<file path="src/rtl/mixer_pkg.sv">
// mixer_pkg: types and constants shared by the
// coefficient calculator, the ramp and the mixer MAC.
package mixer_pkg;

   localparam int NCH     = 16;
   localparam int COEFF_W = 16;
   localparam int FLAT_W  = NCH * COEFF_W;
   localparam int CH_W    = 4;

   typedef logic signed [COEFF_W-1:0] coeff_t;

   typedef enum logic {
      ST_IDLE,
      ST_SWEEP
   } ramp_st_e;

   // low bit of channel k inside a flat coefficient bus
   function automatic int unsigned slc_lo(input int unsigned k);
      return k * COEFF_W;
   endfunction

endpackage

</file>
<file path="src/rtl/coeff_slew_step.sv">
// coeff_slew_step: one slew-limited move of a single
// coefficient toward its target, plus arrival flag.
module coeff_slew_step
   import mixer_pkg::*;
#(
   parameter logic [COEFF_W-1:0] STEP = 16'd64
) (
   input  logic [COEFF_W-1:0] i_cur,
   input  logic [COEFF_W-1:0] i_tgt,
   output logic [COEFF_W-1:0] o_next,
   output logic               o_eq
);

   logic signed [COEFF_W:0] w_d;
   logic signed [COEFF_W:0] w_neg;
   logic        [COEFF_W:0] w_mag;
   logic        [COEFF_W:0] w_step;

   assign w_d    = $signed({i_tgt[COEFF_W-1], i_tgt})
                 - $signed({i_cur[COEFF_W-1], i_cur});
   assign w_neg  = -w_d;
   assign w_mag  = w_d[COEFF_W] ? $unsigned(w_neg)
                                : $unsigned(w_d);
   assign w_step = {1'b0, STEP};

   // land on target when close, else move one STEP toward it
   always_comb begin
      if (w_mag <= w_step) begin
         o_next = i_tgt;
      end else if (!w_d[COEFF_W]) begin
         o_next = i_cur + STEP;
      end else begin
         o_next = i_cur - STEP;
      end
   end

   assign o_eq = (o_next == i_tgt);

endmodule

</file>
<file path="src/rtl/coeff_ramp16.sv">
// coeff_ramp16: 16-channel L/R coefficient slew limiter
// between the coefficient calculator and the mixer MAC.
module coeff_ramp16
   import mixer_pkg::*;
#(
   parameter logic [COEFF_W-1:0] STEP = 16'd64
) (
   input  logic              clk,
   input  logic              rst_n,
   input  logic              sample_tick,
   input  logic              coeff_done,
   input  logic              snap,
   input  logic [FLAT_W-1:0] tgt_L_flat,
   input  logic [FLAT_W-1:0] tgt_R_flat,
   output logic [FLAT_W-1:0] cur_L_flat,
   output logic [FLAT_W-1:0] cur_R_flat,
   output logic              ramp_busy,
   output logic              settled,
   output logic              overrun,
   input  logic              overrun_clr
);

   coeff_t r_pend_l [NCH];
   coeff_t r_pend_r [NCH];
   coeff_t r_act_l  [NCH];
   coeff_t r_act_r  [NCH];
   coeff_t r_cur_l  [NCH];
   coeff_t r_cur_r  [NCH];

   coeff_t w_in_l   [NCH];
   coeff_t w_in_r   [NCH];
   coeff_t w_src_l  [NCH];
   coeff_t w_src_r  [NCH];

   ramp_st_e          r_state;
   logic [CH_W-1:0]   r_ch;
   logic              r_all_eq;
   logic              r_dirty;
   logic              r_busy;
   logic              r_settled;
   logic              r_overrun;

   logic [COEFF_W-1:0] w_next_l;
   logic [COEFF_W-1:0] w_next_r;
   logic               w_eq_l;
   logic               w_eq_r;
   logic               w_all_eq;
   logic               w_last;
   logic               w_sweep;

   for (genvar k = 0; k < NCH; k++) begin : g_flat
      assign w_in_l[k] = tgt_L_flat[slc_lo(k) +: COEFF_W];
      assign w_in_r[k] = tgt_R_flat[slc_lo(k) +: COEFF_W];
      assign cur_L_flat[slc_lo(k) +: COEFF_W] = r_cur_l[k];
      assign cur_R_flat[slc_lo(k) +: COEFF_W] = r_cur_r[k];
   end

   // targets to load: bypass the pend store on a same-cycle done
   always_comb begin
      for (int k = 0; k < NCH; k++) begin
         w_src_l[k] = coeff_done ? w_in_l[k] : r_pend_l[k];
         w_src_r[k] = coeff_done ? w_in_r[k] : r_pend_r[k];
      end
   end

   coeff_slew_step #(
      .STEP   (STEP)
   ) u_step_l (
      .i_cur  (r_cur_l[r_ch]),
      .i_tgt  (r_act_l[r_ch]),
      .o_next (w_next_l),
      .o_eq   (w_eq_l)
   );

   coeff_slew_step #(
      .STEP   (STEP)
   ) u_step_r (
      .i_cur  (r_cur_r[r_ch]),
      .i_tgt  (r_act_r[r_ch]),
      .o_next (w_next_r),
      .o_eq   (w_eq_r)
   );

   assign w_all_eq = r_all_eq & w_eq_l & w_eq_r;
   assign w_last   = (r_ch == CH_W'(NCH - 1));
   assign w_sweep  = (r_state == ST_SWEEP);

   // pending-target capture, independent of the sweep FSM
   always_ff @(posedge clk or negedge rst_n) begin
      if (!rst_n) begin
         for (int k = 0; k < NCH; k++) begin
            r_pend_l[k] <= '0;
            r_pend_r[k] <= '0;
         end
      end else if (coeff_done) begin
         for (int k = 0; k < NCH; k++) begin
            r_pend_l[k] <= w_in_l[k];
            r_pend_r[k] <= w_in_r[k];
         end
      end
   end

   // sticky overrun: ticks that land on a running sweep
   always_ff @(posedge clk or negedge rst_n) begin
      if (!rst_n) begin
         r_overrun <= 1'b0;
      end else if (overrun_clr) begin
         r_overrun <= 1'b0;
      end else if (sample_tick && w_sweep && !snap) begin
         r_overrun <= 1'b1;
      end
   end

   // sweep FSM: one channel pair per cycle, snap overrides all
   always_ff @(posedge clk or negedge rst_n) begin
      if (!rst_n) begin
         for (int k = 0; k < NCH; k++) begin
            r_act_l[k] <= '0;
            r_act_r[k] <= '0;
            r_cur_l[k] <= '0;
            r_cur_r[k] <= '0;
         end
         r_state   <= ST_IDLE;
         r_ch      <= '0;
         r_all_eq  <= 1'b1;
         r_dirty   <= 1'b0;
         r_busy    <= 1'b0;
         r_settled <= 1'b1;
      end else if (snap) begin
         for (int k = 0; k < NCH; k++) begin
            r_act_l[k] <= w_src_l[k];
            r_act_r[k] <= w_src_r[k];
            r_cur_l[k] <= w_src_l[k];
            r_cur_r[k] <= w_src_r[k];
         end
         r_state   <= ST_IDLE;
         r_ch      <= '0;
         r_all_eq  <= 1'b1;
         r_dirty   <= 1'b0;
         r_busy    <= 1'b0;
         r_settled <= 1'b1;
      end else begin
         unique case (1'b1)
            (r_state == ST_IDLE): begin
               if (coeff_done) begin
                  r_settled <= 1'b0;
               end
               if (sample_tick) begin
                  for (int k = 0; k < NCH; k++) begin
                     r_act_l[k] <= w_src_l[k];
                     r_act_r[k] <= w_src_r[k];
                  end
                  r_state  <= ST_SWEEP;
                  r_ch     <= '0;
                  r_all_eq <= 1'b1;
                  r_dirty  <= 1'b0;
                  r_busy   <= 1'b1;
               end
            end
            (r_state == ST_SWEEP): begin
               r_cur_l[r_ch] <= w_next_l;
               r_cur_r[r_ch] <= w_next_r;
               if (coeff_done) begin
                  r_dirty   <= 1'b1;
                  r_settled <= 1'b0;
               end
               if (w_last) begin
                  r_state   <= ST_IDLE;
                  r_ch      <= '0;
                  r_all_eq  <= 1'b1;
                  r_busy    <= 1'b0;
                  r_settled <= w_all_eq & ~r_dirty & ~coeff_done;
               end else begin
                  r_ch     <= r_ch + CH_W'(1);
                  r_all_eq <= w_all_eq;
               end
            end
            default: begin
               r_state <= ST_IDLE;
            end
         endcase
      end
   end

   assign ramp_busy = r_busy;
   assign settled   = r_settled;
   assign overrun   = r_overrun;

endmodule

</file>
<file path="config.mk">
export PLATFORM = sky130hd
export DESIGN_NAME = coeff_ramp16
export DESIGN_NICKNAME = d
export VERILOG_FILES = /design/src/rtl/mixer_pkg.sv /design/src/rtl/coeff_slew_step.sv /design/src/rtl/coeff_ramp16.sv
export SDC_FILE = /design/constraint.sdc
export NUM_CORES = 2
export LEC_CHECK = 0
export ABC_CLOCK_PERIOD_IN_PS = 10300
export CORE_AREA = 4 4 397 399
export CTS_CLUSTER_SIZE = 16
export DETAILED_ROUTE_END_ITERATION = 8
export DIE_AREA = 0 0 401 403
export HOLD_SLACK_MARGIN = 0.08
export PLACE_DENSITY = 0.69
export SLEW_MARGIN = 20
export SYNTH_ARGS = -nofsm -noshare
export SYNTH_HDL_FRONTEND = slang
export SYNTH_SLANG_ARGS = --single-unit
</file>
<file path="constraint.sdc">
create_clock -name clk -period 10.3 [get_ports clk]
set_clock_uncertainty 0.15 [all_clocks]
set_input_delay 2.575 -clock clk [delete_from_list [all_inputs] [get_ports clk]]
set_output_delay 2.575 -clock clk [all_outputs]
set_load 0.05 [all_outputs]
</file>
* Word level (Yosys, flattened, before mapping) *
Index checks and enable logic that the tools add are counted.

storage, ports and cells
  bits in registers = 1546
  input port bits = 518
  output and inout port bits = 515
  logic and storage cells = 230

cells by class
  $add $sub $neg = 9
  magnitude comparators = 4
  eq/ne operators = 7
  multiplexer cells = 89
  bitwise gates (word level) = 8
  reductions and logical operators = 10

operators with widths
  cell                                                             number
  two-way mux 256 bit                                              10
  two-way mux 16 bit                                               45
  bitwise mux 256 bit                                              2
  binary-select mux 16 bit (select 4 bit)                          4
  demux 16 bit (select 4 bit)                                      1
  less-or-equal comparator 17 x 7 -> 1 bit, second input constant  2
  two-way mux 17 bit                                               2
  negator 17 bit                                                   2
  subtractor 16 x 16 -> 17 bit                                     2
  adder 16 x 7 -> 16 bit, second input constant                    2
  == test 16 bit                                                   2
  subtractor 16 x 7 -> 16 bit, second input constant               2
  two-way mux 1 bit                                                16
  two-way mux 4 bit                                                3
  case mux 1 bit (2 select lines)                                  5
  case mux 4 bit (2 select lines)                                  1
  != test 3 bit, second input constant                             2
  AND reduction 2 bit                                              3
  nonzero test 2 bit                                               3
  >= comparator 5 bit, second input constant                       1
  less-than comparator 5 x 1 -> 1 bit, second input constant       1
  inverter 4 -> 5 bit                                              1
  adder 4 x 1 -> 4 bit, second input constant                      1
  AND 1 bit                                                        4
  6 further kinds                                                  10

* Longest topological paths before layout *
  depth in word-level cells = 17
  gate-level depth with buffers = 32

* By module *
A second synthesis with hierarchy kept.

unflattened totals
  cells, all modules = 5577
  area total of the unflattened synthesis = 73402.9 µm²

by module, submodules not included
  module           times used  cells an instance  area an instance (µm²)
  coeff_ramp16     1           5029               69329.0
  coeff_slew_step  2           274                2037.0

* Worst setup path after synthesis *
Ideal clock, no wire load.

  path kind = reg-to-reg
  from = register r_ch[0]
  to = register r_settled, in the netlist settled
  arrival = 8.623 ns
  data required time = 10.059 ns
  slack = 1.436 ns
  stages on the path, launching flop included = 31
  buffers on the path = 9
  cells stage by stage = dfrtp_1 -> buf_2 -> buf_4 -> buf_4 -> buf_2 -> buf_4 -> buf_2 -> buf_2 -> buf_2 -> buf_1 -> mux4_2 -> mux4_2 -> inv_1 -> ha_1 -> a21oi_1 -> o21ai_0 -> a2111oi_0 -> a21oi_1 -> a21oi_1 -> inv_1 -> fa_1 -> nor2b_1 -> o21ai_0 -> a21oi_1 -> xor2_1 -> or4_1 -> or4_1 -> a2111oi_2 -> o41ai_1 -> o31a_1 -> o31ai_1

on the way
  longest elaborated chain between the ends = 17
  elaborated cells on any way between the ends = 39
  those cells by class = 8 x add/sub; 2 x order compare; 3 x eq/ne; 21 x mux; 5 x bitwise

ends and longest elaborated chain
  what                                                        RTL line                                source
  from (decl)                                                 coeff_ramp16.sv:36                      logic [CH_W-1:0] r_ch;
  from (signal assigned)                                      coeff_ramp16.sv:174                     r_ch <= r_ch + CH_W'(1);
  inverter 4 -> 5 bit (implied by the code)                   -
  binary-select mux 16 bit (select 4 bit) (on tied branches)  coeff_ramp16.sv:70, coeff_ramp16.sv:69
  two-way mux 16 bit (on tied branches) (2 in series)         coeff_ramp16.sv:70, coeff_ramp16.sv:69
  subtractor 16 x 16 -> 17 bit                                coeff_slew_step.sv:20                   - $signed({i_cur[COEFF_W-1], i_cur});
  negator 17 bit                                              coeff_slew_step.sv:21                   assign w_neg = -w_d;
  two-way mux 17 bit                                          coeff_slew_step.sv:22                   assign w_mag = w_d[COEFF_W] ? $unsigned(w_neg)
  less-or-equal comparator 17 x 7 -> 1 bit                    coeff_slew_step.sv:28                   if (w_mag <= w_step) begin
  two-way mux 16 bit                                          coeff_slew_step.sv:28
  == test 16 bit                                              coeff_slew_step.sv:37                   assign o_eq = (o_next == i_tgt);
  AND 1 bit (2 in series)                                     coeff_ramp16.sv:84                      assign w_all_eq = r_all_eq & w_eq_l & w_eq_r;
  AND 1 bit (2 in series)                                     coeff_ramp16.sv:172                     r_settled <= w_all_eq & ~r_dirty & ~coeff_done;
  two-way mux 1 bit (*)                                       coeff_ramp16.sv:167                     if (w_last) begin
  case mux 1 bit (2 select lines) (*)                         coeff_ramp16.sv:143                     unique case (1'b1)
  two-way mux 1 bit (*)                                       coeff_ramp16.sv:129                     end else if (snap) begin
  to (signal assigned)                                        coeff_ramp16.sv:172
  to (decl)                                                   coeff_ramp16.sv:40                      logic r_settled;

Every way passes the cells marked *; elsewhere a longest branch is shown, timed or not. The select of a mux whose other input is x is not followed.
A chain may end at the register's enable or synchronous reset.

* Final worst setup path *
  from = register r_ch[1]
  to = register r_all_eq

on the way
  longest elaborated chain between the ends = 15
  elaborated cells on any way between the ends = 37
  those cells by class = 8 x add/sub; 2 x order compare; 3 x eq/ne; 21 x mux; 3 x bitwise

ends and longest elaborated chain
  what                                                        RTL line                                source
  inverter 4 -> 5 bit (implied by the code)                   -
  binary-select mux 16 bit (select 4 bit) (on tied branches)  coeff_ramp16.sv:70, coeff_ramp16.sv:69
  two-way mux 16 bit (on tied branches) (2 in series)         coeff_ramp16.sv:70, coeff_ramp16.sv:69
  subtractor 16 x 16 -> 17 bit                                coeff_slew_step.sv:20
  negator 17 bit                                              coeff_slew_step.sv:21
  two-way mux 17 bit                                          coeff_slew_step.sv:22
  less-or-equal comparator 17 x 7 -> 1 bit                    coeff_slew_step.sv:28
  two-way mux 16 bit                                          coeff_slew_step.sv:28
  == test 16 bit                                              coeff_slew_step.sv:37
  AND 1 bit (2 in series)                                     coeff_ramp16.sv:84
  two-way mux 1 bit (*)                                       coeff_ramp16.sv:167
  case mux 1 bit (2 select lines) (*)                         coeff_ramp16.sv:143
  two-way mux 1 bit (*)                                       coeff_ramp16.sv:129
  to (signal assigned)                                        coeff_ramp16.sv:175                     r_all_eq <= w_all_eq;
  to (decl)                                                   coeff_ramp16.sv:37                      logic r_all_eq;

Marked as above.

==> metrics.txt <==
clk_lat worst skew slightly above 0.8 ns; final hold vios 0; gr ovfl total 0; met2 Usage GRT between 50% and 60%; hold path startpoint r_dirty$_DFFE_PN0P_; Total Neg Setup Slack 0 ns; Most used DFF post-synth dfrtp_1; Crit Reg-Reg Endpoint r_all_eq$_DFFE_PN1P_; dpl hpwl ~210000 um; # IOs 1033; share of the synthesized area in the top cell type between 50% and 60%; Max transition margin approximately a fifth; IO buf count roughly 1000; endpoints failing setup 0; Multi-input gate area a little over 30000 sq um; initial antenna violation count 32; R2R setup slack between 2 and 2.5 ns; drt initial violations around 5200; Worst Path Max Fanout between 60 and 70; Initial DRT Pass Iterations 6; Worst EP arrival about 8.8 ns; Storage cell area around 39000 sq um; area leader, netlist dfrtp_1; clock root buffer clkbuf_16; register bit total from synthesis 1546; Hold EP r_dirty$_DFFE_PN0P_; synth top area cells dfrtp_1 55%, mux2_2 16%, mux4_2 9.8%, a22oi_1 5.6%, o21ai_0 3.7%; RePlAce Congestion 0.967; Max IR drop VDD between 150 and 200 uV; Starting Density a little under half; gr busiest metal met2; Leak between 0.03 and 0.04 uW; Max-Cap Viols 0; gr usage total 35.9%; Max H-tree Level 4; worst hold path stage count 2; RR Startpoint r_ch[1]$_DFFE_PN0P_; Die ar. between 150000 and 200000 sq um; antenna-violating nets left 0; final instance area 89100 sq um; CORE AREA 154000 sq um; final period utilization 79.5%; row count roughly 140; FF-to-FF path depth 23; clk sinks about 1500; Hold Crit Class flip-flop to flip-flop; first-pass GRT wire length approximately 420000 um; Slowest cell on crit path dfrtp_4; Clock Tree Buf Depth 3; vias in the first global route 54100; critical path startpoint category flip-flop; post-CTS setup buffers 0; WL/cell 35.9 um; Layout area overhead 26.3%; WL final roughly 300000 um; CTS tree built; layout cells sized above 1 28.5%; crit path cell chain buf_12 -> mux4_2 -> mux4_2 -> ha_1 -> fa_1 -> nor2b_1 -> o211ai_1 -> a211oi_1 -> o22ai_1 -> o21ai_1 -> inv_1 -> ha_1 -> nor2b_1 -> o21ai_0 -> a21oi_1 -> nor2_1 -> xnor3_1 -> or4_1 -> a2111oi_0 -> nand4_1 -> nor4_1 -> nor3_1 -> a211oi_1; Critical Path Max Stage Delay a little over 1 ns; ys async rst share 100%; Yosys cell types 83; Ys Warns 0; drt drc 0; RSZ-0062 raised after global routing false; largest net degree at the start of global routing about 190; Post-Synthesis Cells between 5000 and 6000; CP required approximately 11 ns; area after detailed placement approximately 83000 sq um; GRT met3 Usage around 9.1%; Die X ~400 um; Clk pin slew, worst setup/hold paths roughly 0.06 ns; Net Count, Synth 5705; Chip Height 403 um; Max Slew Vio Count 0; commonest cells in the synthesized netlist 1544 x dfrtp_1, 999 x mux2_2, 524 x o21ai_0; cts bufs inserted roughly 160; sequential fraction of the synthesis area 54.8%; highest clock rate 122 MHz; filler instances roughly 12000; Power Dens Cells approximately 240 nW/um^2; WS Path Type flip-flop to flip-flop; cts repair resizes 0; cts hold-fix bufs 0; status finished, final reports clean; Nets 6600; Worst-Margin Slew around 1.2 ns; Critical Path Sink Type flip-flop; top-count cell post-synth dfrtp_1; grt met1 use between 40% and 50%; syn_area_per_cell roughly 14 sq um; vias per cell about 6.4; Post-synth EDFFs 0; Synth Cell Area approximately 71000 sq um; min Tclk post-route between 8 and 9 ns; vias post-DR between 50000 and 60000
==> cells in the final DEF (no fill, tap or decap), types with 12 or more instances in the layout <==
cell / n
clkbuf_16: 168
o21ai_1: 14
clkinv_2: 20
buf_4: 81
a211oi_1: 12
a21oi_1: 64
bufinv_16: 14
nor2_1: 103
buf_12: 23
nor2b_1: 18
nand2b_1: 12
mux4_2: 307
mux2_2: 999
clkbuf_1: 40
diode_2: 26
clkdlybuf4s50_1: 1029
dfrtp_1: 1540
xnor2_1: 47
inv_1: 68
nand3_1: 25
a22oi_1: 522
clkbuf_8: 30
nand4_1: 16
xor2_1: 27
mux2i_1: 29
o21ai_0: 524
nor3_1: 21
mux2i_2: 21
nand2_1: 53
ha_1: 54
a221oi_1: 15
==> routing by layer <==
metal | up-vias | wire length [um]
li1 | 21300 | -
met1 | 27600 | 103000
met2 | 3185 | 142000
met3 | 765 | 26400
met4 | 6 | 24300
met5 | - | 41
==> metrics by stage <==
step                      instances  setup WS (ns)  hold WS [ns]  util [%]  power [uW]
final                          8221           2.11         0.349      57.9       21300
after CTS                      8192           2.10         0.347      57.8       21300
after floorplan                5129           1.44         0.307         -       11700
after detailed placement       7899           2.09         0.332      54.2       15200
after global placement         7898           2.27         0.323      54.2       15100
after global routing           8209           1.57         0.359      57.9       22000
==> cell families (layout without fill, tap and decap cells) <==
kind of cell    Yosys count  in the layout  synth area share, %
compound gates         1275           1275                 11.6
fa+ha+maj                58             58                 1.07
simple gates            332            332                 2.32
xor+xnor                 75             75                0.950
flops                  1546           1546                 54.8
mux                    1365           1365                 26.6
other cells               0             26                    0
buf+inv                 478           1500                 2.65
==> power breakdown <==
| part | internal [uW] | switching, uW |
|---|---|---|
| logic | 2660 | 5030 |
| registers | 6840 | 624 |
| clock network | 3580 | 2580 |
| total | 13100 | 8230 |
==> layout make-up <==
class	count	share of cell area (%)
Tap cell	2044	2.87
Inverter	68	0.286
Timing Repair Buffer	1139	12.9
Antenna cell	26	0.0730
Clock buffer	238	5.35
Sequential cell	1546	43.4
Clock inverter	55	0.912
Multi-Input combinational cell	3105	34.2
==> flip-flops by register name, summed over array words and instances (netlist names) <==
signal	cells
cur_L_flat	256
cur_R_flat	256
overrun	1
r_act_l	256
r_act_r	256
r_all_eq	1
r_ch	4
r_dirty	1
r_pend_l	256
r_pend_r	256
r_state	1
ramp_busy	1
settled	1
==> how the worst max path moves through the flow <==
stage / cells past startpoint / from / end
5_1_grt: 23 / r_ch[1]$_DFFE_PN0P_ / r_all_eq$_DFFE_PN1P_
3_3_place_gp: 22 / r_ch[0]$_DFFE_PN0P_ / r_all_eq$_DFFE_PN1P_
4_1_cts: 23 / r_ch[1]$_DFFE_PN0P_ / r_all_eq$_DFFE_PN1P_
6_report: 23 / r_ch[1]$_DFFE_PN0P_ / r_all_eq$_DFFE_PN1P_
2_1_floorplan: 30 / r_ch[0]$_DFFE_PN0P_ / settled$_DFF_PN1_
3_5_place_dp: 23 / r_ch[1]$_DFFE_PN0P_ / settled$_DFF_PN1_
==> critical path, delay by kind of cell, from the launching register on <==
family	cells	cell delay, ns
adder cells (fa/ha/maj)	3	1.17
buffers and inverters	2	0.66
multiplexers	2	1.00
flip-flops	1	1.02
AO/OA/AOI/OAI	8	1.84
AND/OR/NAND/NOR	7	1.92
XOR/XNOR	1	0.25
No activity file was read; power rests on OpenSTA's default activity.
